File: src/rtl/serial_adder_if.sv
// Handshake and operand/result bundle for serial_adder.
// With SERIAL_ADDER_OVF_EN defined the bundle also carries the signed overflow flag ovf.
interface serial_adder_if #(
   parameter int unsigned WIDTH = 8
);
   logic             start;
   logic [WIDTH-1:0] a;
   logic [WIDTH-1:0] b;
   logic             cin;
   logic             busy;
   logic             done;
   logic [WIDTH-1:0] sum;
   logic             cout;
`ifdef SERIAL_ADDER_OVF_EN
   logic             ovf;

   modport master (output start, a, b, cin, input busy, done, sum, cout, ovf);
   modport slave  (input start, a, b, cin, output busy, done, sum, cout, ovf);
`else
   modport master (output start, a, b, cin, input busy, done, sum, cout);
   modport slave  (input start, a, b, cin, output busy, done, sum, cout);
`endif
endinterface

File: src/rtl/serial_adder.sv
// Bit-serial adder: captures a, b, cin on start, then adds LSB first through a
// single full_adder, one bit per clock, with a start/busy/done handshake.
// Optional feature macro: SERIAL_ADDER_OVF_EN adds the registered signed overflow output ovf.

// One-bit full adder cell, purely combinational.
module full_adder (
   input  logic a,
   input  logic b,
   input  logic ci,
   output logic sum_c,
   output logic carry_c
);
   assign sum_c   = a ^ b ^ ci;
   assign carry_c = (a & b) | (ci & (a ^ b));
endmodule

module serial_adder #(
   parameter int unsigned WIDTH = 8
) (
   input logic           clk,
   input logic           rst,
   serial_adder_if.slave bus
);
   localparam int unsigned CNT_W = $clog2(WIDTH) + 1;
   localparam int unsigned ACC_W = WIDTH - 1;

   typedef enum logic [1:0] {
      IDLE  = 2'd0,
      SHIFT = 2'd1,
      DONE  = 2'd2
   } state_t;

   state_t             state, state_nxt;
   logic [WIDTH-1:0]   sh_a, sh_a_nxt;
   logic [WIDTH-1:0]   sh_b, sh_b_nxt;
   // Holds the WIDTH-1 sum bits produced so far; the last bit joins on completion.
   logic [ACC_W-1:0]   acc, acc_nxt;
   logic               carry, carry_nxt;
   logic [CNT_W-1:0]   cnt, cnt_nxt;
   logic               busy, busy_nxt;
   logic               done, done_nxt;
   logic [WIDTH-1:0]   sum, sum_nxt;
   logic               cout, cout_nxt;
`ifdef SERIAL_ADDER_OVF_EN
   logic               ovf, ovf_nxt;
`endif
   logic               fa_s, fa_c;

   full_adder u_fa (
      .a       (sh_a[0]),
      .b       (sh_b[0]),
      .ci      (carry),
      .sum_c   (fa_s),
      .carry_c (fa_c)
   );

   // Next-state, datapath and registered-output values.
   always_comb begin
      state_nxt = state;
      sh_a_nxt  = sh_a;
      sh_b_nxt  = sh_b;
      acc_nxt   = acc;
      carry_nxt = carry;
      cnt_nxt   = cnt;
      busy_nxt  = busy;
      done_nxt  = 1'b0;
      sum_nxt   = sum;
      cout_nxt  = cout;
`ifdef SERIAL_ADDER_OVF_EN
      ovf_nxt   = ovf;
`endif
      case (state)
         IDLE: begin
            busy_nxt = 1'b0;
            if (bus.start) begin
               sh_a_nxt  = bus.a;
               sh_b_nxt  = bus.b;
               carry_nxt = bus.cin;
               cnt_nxt   = '0;
               acc_nxt   = '0;
               busy_nxt  = 1'b1;
               state_nxt = SHIFT;
            end
         end
         SHIFT: begin
            acc_nxt   = ACC_W'({fa_s, acc} >> 1);
            sh_a_nxt  = sh_a >> 1;
            sh_b_nxt  = sh_b >> 1;
            carry_nxt = fa_c;
            cnt_nxt   = cnt + CNT_W'(1);
            if (cnt == CNT_W'(WIDTH - 1)) begin
               sum_nxt   = {fa_s, acc};
               cout_nxt  = fa_c;
`ifdef SERIAL_ADDER_OVF_EN
               // carry still holds the carry into the MSB during this step
               ovf_nxt   = carry ^ fa_c;
`endif
               busy_nxt  = 1'b0;
               done_nxt  = 1'b1;
               state_nxt = DONE;
            end
         end
         DONE: begin
            state_nxt = IDLE;
         end
         default: begin
            busy_nxt  = 1'b0;
            state_nxt = IDLE;
         end
      endcase
   end

   // State and datapath registers with synchronous reset.
   always_ff @(posedge clk) begin
      if (rst) begin
         state <= IDLE;
         sh_a  <= '0;
         sh_b  <= '0;
         acc   <= '0;
         carry <= 1'b0;
         cnt   <= '0;
         busy  <= 1'b0;
         done  <= 1'b0;
         sum   <= '0;
         cout  <= 1'b0;
`ifdef SERIAL_ADDER_OVF_EN
         ovf   <= 1'b0;
`endif
      end else begin
         state <= state_nxt;
         sh_a  <= sh_a_nxt;
         sh_b  <= sh_b_nxt;
         acc   <= acc_nxt;
         carry <= carry_nxt;
         cnt   <= cnt_nxt;
         busy  <= busy_nxt;
         done  <= done_nxt;
         sum   <= sum_nxt;
         cout  <= cout_nxt;
`ifdef SERIAL_ADDER_OVF_EN
         ovf   <= ovf_nxt;
`endif
      end
   end

   assign bus.busy = busy;
   assign bus.done = done;
   assign bus.sum  = sum;
   assign bus.cout = cout;
`ifdef SERIAL_ADDER_OVF_EN
   assign bus.ovf  = ovf;
`endif
endmodule

File: src/flat_wrapper.sv
// flat-port wrapper written by rule: the top's interface ports become plain ports
module serial_adder_flat 
#(
   parameter int unsigned WIDTH = 8
)
  (clk, rst, bus_start, bus_a, bus_b, bus_cin, bus_busy, bus_done, bus_sum, bus_cout);
  serial_adder_if #(.WIDTH(WIDTH)) bus_i ();
  input logic clk;
  input logic rst;
  input wire logic [$bits(bus_i.start)-1:0] bus_start;
  input wire logic [$bits(bus_i.a)-1:0] bus_a;
  input wire logic [$bits(bus_i.b)-1:0] bus_b;
  input wire logic [$bits(bus_i.cin)-1:0] bus_cin;
  output wire logic [$bits(bus_i.busy)-1:0] bus_busy;
  output wire logic [$bits(bus_i.done)-1:0] bus_done;
  output wire logic [$bits(bus_i.sum)-1:0] bus_sum;
  output wire logic [$bits(bus_i.cout)-1:0] bus_cout;
  assign bus_i.start = bus_start;
  assign bus_i.a = bus_a;
  assign bus_i.b = bus_b;
  assign bus_i.cin = bus_cin;
  assign bus_busy = bus_i.busy;
  assign bus_done = bus_i.done;
  assign bus_sum = bus_i.sum;
  assign bus_cout = bus_i.cout;
  serial_adder #(.WIDTH(WIDTH)) u_core (.clk(clk), .rst(rst), .bus(bus_i));
endmodule
File: config.mk
export PLATFORM = sky130hd
export DESIGN_NAME = serial_adder_flat
export DESIGN_NICKNAME = d
export VERILOG_FILES = /design/src/rtl/serial_adder_if.sv /design/src/rtl/serial_adder.sv /design/src/flat_wrapper.sv
export SDC_FILE = /design/constraint.sdc
export NUM_CORES = 1
export LEC_CHECK = 0
export CORE_ASPECT_RATIO = 0.5
export CORE_UTILIZATION = 45
export DETAILED_ROUTE_END_ITERATION = 10
export GPL_TIMING_DRIVEN = 1
export PLACE_DENSITY = 0.78
export SYNTH_ARGS = -nofsm -noshare
export SYNTH_HDL_FRONTEND = slang
export SYNTH_HIERARCHICAL = 1
export SYNTH_SLANG_ARGS = --single-unit
File: constraint.sdc
create_clock -name clk -period 1.2 [get_ports clk]
set_clock_uncertainty 0.1 [all_clocks]
set_input_delay 0.18 -clock clk [delete_from_list [all_inputs] [get_ports clk]]
set_output_delay 0.18 -clock clk [all_outputs]
set_load 0.02 [all_outputs]
Word-level counts from Yosys, hierarchy flattened. Cells that the tools add are included. Widths: inputs -> output; s select.

Register bits: 41. Bits of input ports: 20. Word-level logic and storage cells: 47.

Add/subtract/negate cells: 1. Equal/unequal tests: 5. Multiplexer cells: 17. Bitwise gates (word level): 7. Reduce and logical (&&, ||, !) cells: 7.

Operator list (count): $pmux 8 s2 (2); $mux 8 (2); $pmux 7 s2 (1); $pmux 4 s2 (1); $reduce_and 2->1 (4); $mux 7 (1); $add 4x1->4 const B (1); $eq 4x3->1 const B (1); $mux 1 (4); $mux 2 (2); $mux 4 (1); $pmux 2 s2 (1); $pmux 1 s3 (1); $and 1x1->1 (2); $eq 2x1->1 const B (1); $eq 2x2->1 const B (1); $logic_not 2->1 (1); $ne 2x1->1 const B (1); $ne 2x2->1 const B (1); $not 1->1 (2); $pmux 1 s2 (1); $reduce_bool 2->1 (1); $reduce_or 2->1 (1); $xor 1x1->1 (2); $or 1x1->1 (1).

Depth between registers and ports, before layout.
Word-level depth: 4. Mapped depth: 6. Mapped depth without buffers: 4.

Cells and area by module. Netlist, hierarchy kept.

Modules (own cells, without submodules): serial_adder (times used 1, cells an instance 228, area an instance 1860.5 um2, sequential area each 820.8 um2); full_adder (times used 1, cells an instance 1, area an instance 20.0 um2, sequential area each 0.0 um2).

Worst setup path before layout. Ideal clock, no wire load.

Path kind: register -> register. From: register u_core.cnt[0]. To: register u_core.sum[2] (netlist: u_core/bus.sum[2]). Arrival time: 1150 ps. Required time: 1029 ps. Slack: -120 ps. Stages on the path, launching flop included: 6. Buffers on the path: 1. Period minus slack after synthesis: 1320 ps. Cells stage by stage: dfxtp_1 > ha_1 > and3b_1 > clkbuf_1 > nand3_1 > a21oi_1.

Longest elaborated chain between the ends: 2.

Ends and longest elaborated chain: start: declaration (RTL line serial_adder.sv:39) `logic [CNT_W-1:0] cnt, cnt_nxt;`; start signal: assignment (RTL line serial_adder.sv:135) `cnt <= cnt_nxt;`; $eq 4x3->1 (RTL line serial_adder.sv:91) `if (cnt == CNT_W'(WIDTH - 1)) begin`; $reduce_and 2->1 (no source line); end signal: assignment (RTL line serial_adder.sv:138) `sum <= sum_nxt;`; end: declaration (RTL line serial_adder.sv:42) `logic [WIDTH-1:0] sum, sum_nxt;`.

Every way passes these cells. A chain may end at the register's enable or synchronous reset.

Final worst setup path.
From: register u_core.carry. To: register u_core.acc[6].

Longest elaborated chain between the ends: 2.

Ends and longest elaborated chain: start: declaration (RTL line serial_adder.sv:38) `logic carry, carry_nxt;`; start signal: assignment (RTL line serial_adder.sv:134) `carry <= carry_nxt;`; $xor 1x1->1 (RTL line serial_adder.sv:13) `assign sum_c = a ^ b ^ ci;`; named net u_core.fa_s (RTL line serial_adder.sv:47) `logic fa_s, fa_c;`; $pmux 7 s2 (RTL line serial_adder.sv:72) `case (state)`; end signal: assignment (RTL line serial_adder.sv:133) `acc <= acc_nxt;`; end: declaration (RTL line serial_adder.sv:37) `logic [ACC_W-1:0] acc, acc_nxt;`.

The timed path passes the listed nets, and every way through them passes these cells.

==> summary.md <==
| Metric | Value |
|---|---|
| Via count | `1823` |
| Initial core utilization | `0.4768` |
| H-tree levels | `2` |
| WP data required | `1.33 ns` |
| Number of port buffers | `30` |
| RSZ-0062 raised after global routing | `true` |
| FILL cells | `about 280` |
| Setup-failing EPs final | `25` |
| HP Class | `in2reg` |
| Area delta synth->final | `45.71%` |
| Die Y | `47.71 µm` |
| Hold slack | `~0.34 ns` |
| Failing checks | `negative setup slack` |
| Most frequent cells in the layout | `39 x a21oi_1, 34 x dfxtp_1, 29 x nor2_1, 29 x buf_4, 18 x clkdlybuf4s50_1` |
| Hold Fails Final Rpt | `0` |
| Pins Over Slew Limit | `0` |
| Yosys reg bits | `41` |
| Tcrit/Tclk final | `1.082` |
| DR vias/cell | `between 5 and 6` |
| Share of the yosys chip area belonging to registers | `0.4365` |
| Width of the chip | `93.42 µm` |
| Post-Syn Nets | `251` |
| Count of different cell masters after synthesis | `34` |
| CTS buffer count | `5` |
| Synth warn | `6` |
| Routed len/inst | `14.28 µm` |
| Core region area | `between 0.003 and 0.004 mm²` |
| Clock sinks | `41` |
| Commonest non-fill, non-tap cell in the layout | `a21oi_1` |
| Buffer depth of the longest clock path | `2` |
| Register area | `between 800 and 900 µm²` |
| CTS tree | `built` |
| Syn avg cell area | `8.212 µm²` |
| Final net count | `303` |
| Critical path peak fanout | `2` |
| Worst slew pin tran | `0.2162 ns` |
| GR Overflow Total | `0` |
| CP peak stage delay | `0.59 ns` |
| Area contributors post-synth | `dfxtp_1 44%, a21oi_1 11%, o221a_2 8.4%, nor2_1 6.8%, nand3_1 3.2%` |
| Post-DP HPWL | `3.034 mm` |
| Vias in the first global route | `approximately 1500` |
| DRT Wirelength | `4.798 mm` |
| Footprint of the multi-input gates | `0.001105 mm²` |
| Synth Instances | `229` |
| Status | `finished with violations` |
| Startpoint types | `flop` |
| Crit Path Category | `reg2reg` |
| Final WS setup | `-0.09805 ns` |
| Clock transition at path regs | `0.08 ns` |
| Slew headroom | `0.8558` |
| Ratio of cells with drive above 1 in the final layout | `0.3546` |
| Power density over cell area | `1065 mW/mm²` |
| VDD IR max | `0.4852 mV` |
| Tot GR Track Use | `0.2009` |
| Antenna violations before repair | `0` |
| Row cnt | `16` |
| Worst setup EP type | `flop` |
| Max-capacitance violation count | `0` |
| FMAX | `0.7704 GHz` |
| Gpl congestion | `0.7617` |
| Cell Chain, Critical Path | `fa_2 > a22oi_1 > nor2_1` |
| Iteration-0 DRC Markers | `80` |
| First-pass GRT wire length | `6.768 mm` |
| Post-Syn Area | `~0.0019 mm²` |
| Worst path slowest cell | `fa_2` |
| Pre-antenna DRT Iters | `4` |
| Synth top area share | `0.4365` |
| Yosys top cell by area | `dfxtp_1` |
| Crit path arrival time | `1.43 ns` |
| Largest net degree at the start of global routing | `20` |
| Fin crit period | `1.298 ns` |
| Static leakage | `1.112 nW` |
| Dpl ws | `-0.4534 ns` |
| ANT cells | `0` |
| Hold-fix buffers, CTS | `0` |
| Post-DRT Antenna Nets | `0` |
| Placed Area | `roughly 0.0024 mm²` |
| CTS root buffer | `clkbuf_8` |
| Setup TNS | `-0.8032 ns` |
| Skew-Pair Late Insertion Delay | `0.30 ns` |
| Residual DRC count | `0` |
| Top-Level Pins | `31` |
| Die ar. | `about 0.0045 mm²` |
| Finished layout cell area | `roughly 0.0027 mm²` |
| Total power | `0.002918 W` |
through the flow:
| stage | instances | utilization |
|---|---|---|
| floorplan | 229 | - |
| global route | 336 | 0.6948 |
| global placement | 325 | 0.6142 |
| finish | 336 | 0.6948 |
| detailed placement | 325 | 0.6142 |
| CTS | 334 | 0.6561 |
power breakdown:
part / total [W] / switching, W / internal, W
Clock: 0.000898 / 0.000497 / 0.000402
Combinational: 0.000536 / 0.000241 / 0.000295
Sequential: 0.00148 / 0.0000634 / 0.00142
Total: 0.00292 / 0.000801 / 0.00212
routing by layer:
metal | global-route usage | up-vias | share of wire
met2 | 0.3706 | 31 | 0.49
met5 | 0 | - | 0
met3 | 0.04762 | 9 | 0.035
met1 | 0.2428 | 880 | 0.46
met4 | 0.06769 | 0 | 0.015
li1 | - | 903 | -
what timing repair did:
action	CTS	global route
pin swaps	15	2
setup endpoints to repair	50	47
cloned	0	2
setup buffers	1	0
resized for setup	53	46
final cells by class:
| type | instances | area share |
|---|---|---|
| timing repair buffer | 67 | 0.2155 |
| clock inverter | 3 | 0.006393 |
| inverter | 15 | 0.02055 |
| multi-input combinational | 151 | 0.4032 |
| clock buffer | 5 | 0.02511 |
| tap | 54 | 0.02466 |
| sequential | 41 | 0.3046 |
critical path: cells and delay by family (launching register included):
| kind | cells | cell delay [ns] |
|---|---|---|
| AO/OA/AOI/OAI | 1 | 0.09 |
| AND/OR/NAND/NOR | 1 | 0.11 |
| flip-flops | 1 | 0.34 |
| adder cells (fa/ha/maj) | 1 | 0.59 |
cells by family (layout without fill, tap and decap cells):
family | Yosys count | after routing | share of synthesized area
flip-flops | 41 | 41 | 0.4365
AND/OR/NAND/NOR | 66 | 66 | 0.1650
AO/OA/AOI/OAI | 82 | 82 | 0.2868
multiplexers | 1 | 1 | 0.005323
buffers and inverters | 37 | 90 | 0.08915
adder cells (fa/ha/maj) | 2 | 2 | 0.01730
final timing paths:
check	slack, ns	startpoint	cells past startpoint	endpoint
worst max register to register	-0.1	u_core/carry	3	u_core/acc[6]
worst min-delay path	0.34	bus_start	5	u_core/bus.busy
worst max-delay path	-0.1	u_core/carry	3	u_core/acc[6]
worst min register to register	0.37	u_core/bus.sum[6]	2	u_core/bus.sum[6]
synth_stat cells:
cell type  number
ha_1            1
buf_1           1
or3_1           1
nand2b_1        1
o221a_2        14
and3b_1         1
o21ai_1         4
nand2_1         5
a211oi_1        1
a21o_1          1
dfxtp_1        41
or2_2           1
a31oi_1         1
buf_2           8
a21oi_1        41
o21a_1          1
buf_4           1
nand3_1        12
nor3_1          2
o22a_1          2
nor3b_1         1
nor2_1         34
buf_6           2
inv_1          15
nand2b_4        1
nor2b_1         6
nand3b_1        1
o22ai_1         2
clkbuf_1       10
o21ai_0         6
a22oi_1         8
o21bai_1        1
fa_1            1
mux2i_1         1
state kept, by name, summed over array words and instances (netlist names):
name,cells
u_core/bus.done,1
u_core/bus.busy,1
u_core/cnt,4
u_core/state,2
u_core/bus.cout,1
u_core/bus.sum,8
u_core/sh_a,8
u_core/acc,7
u_core/sh_b,8
u_core/carry,1
No activity file was read; power rests on OpenSTA's default activity.
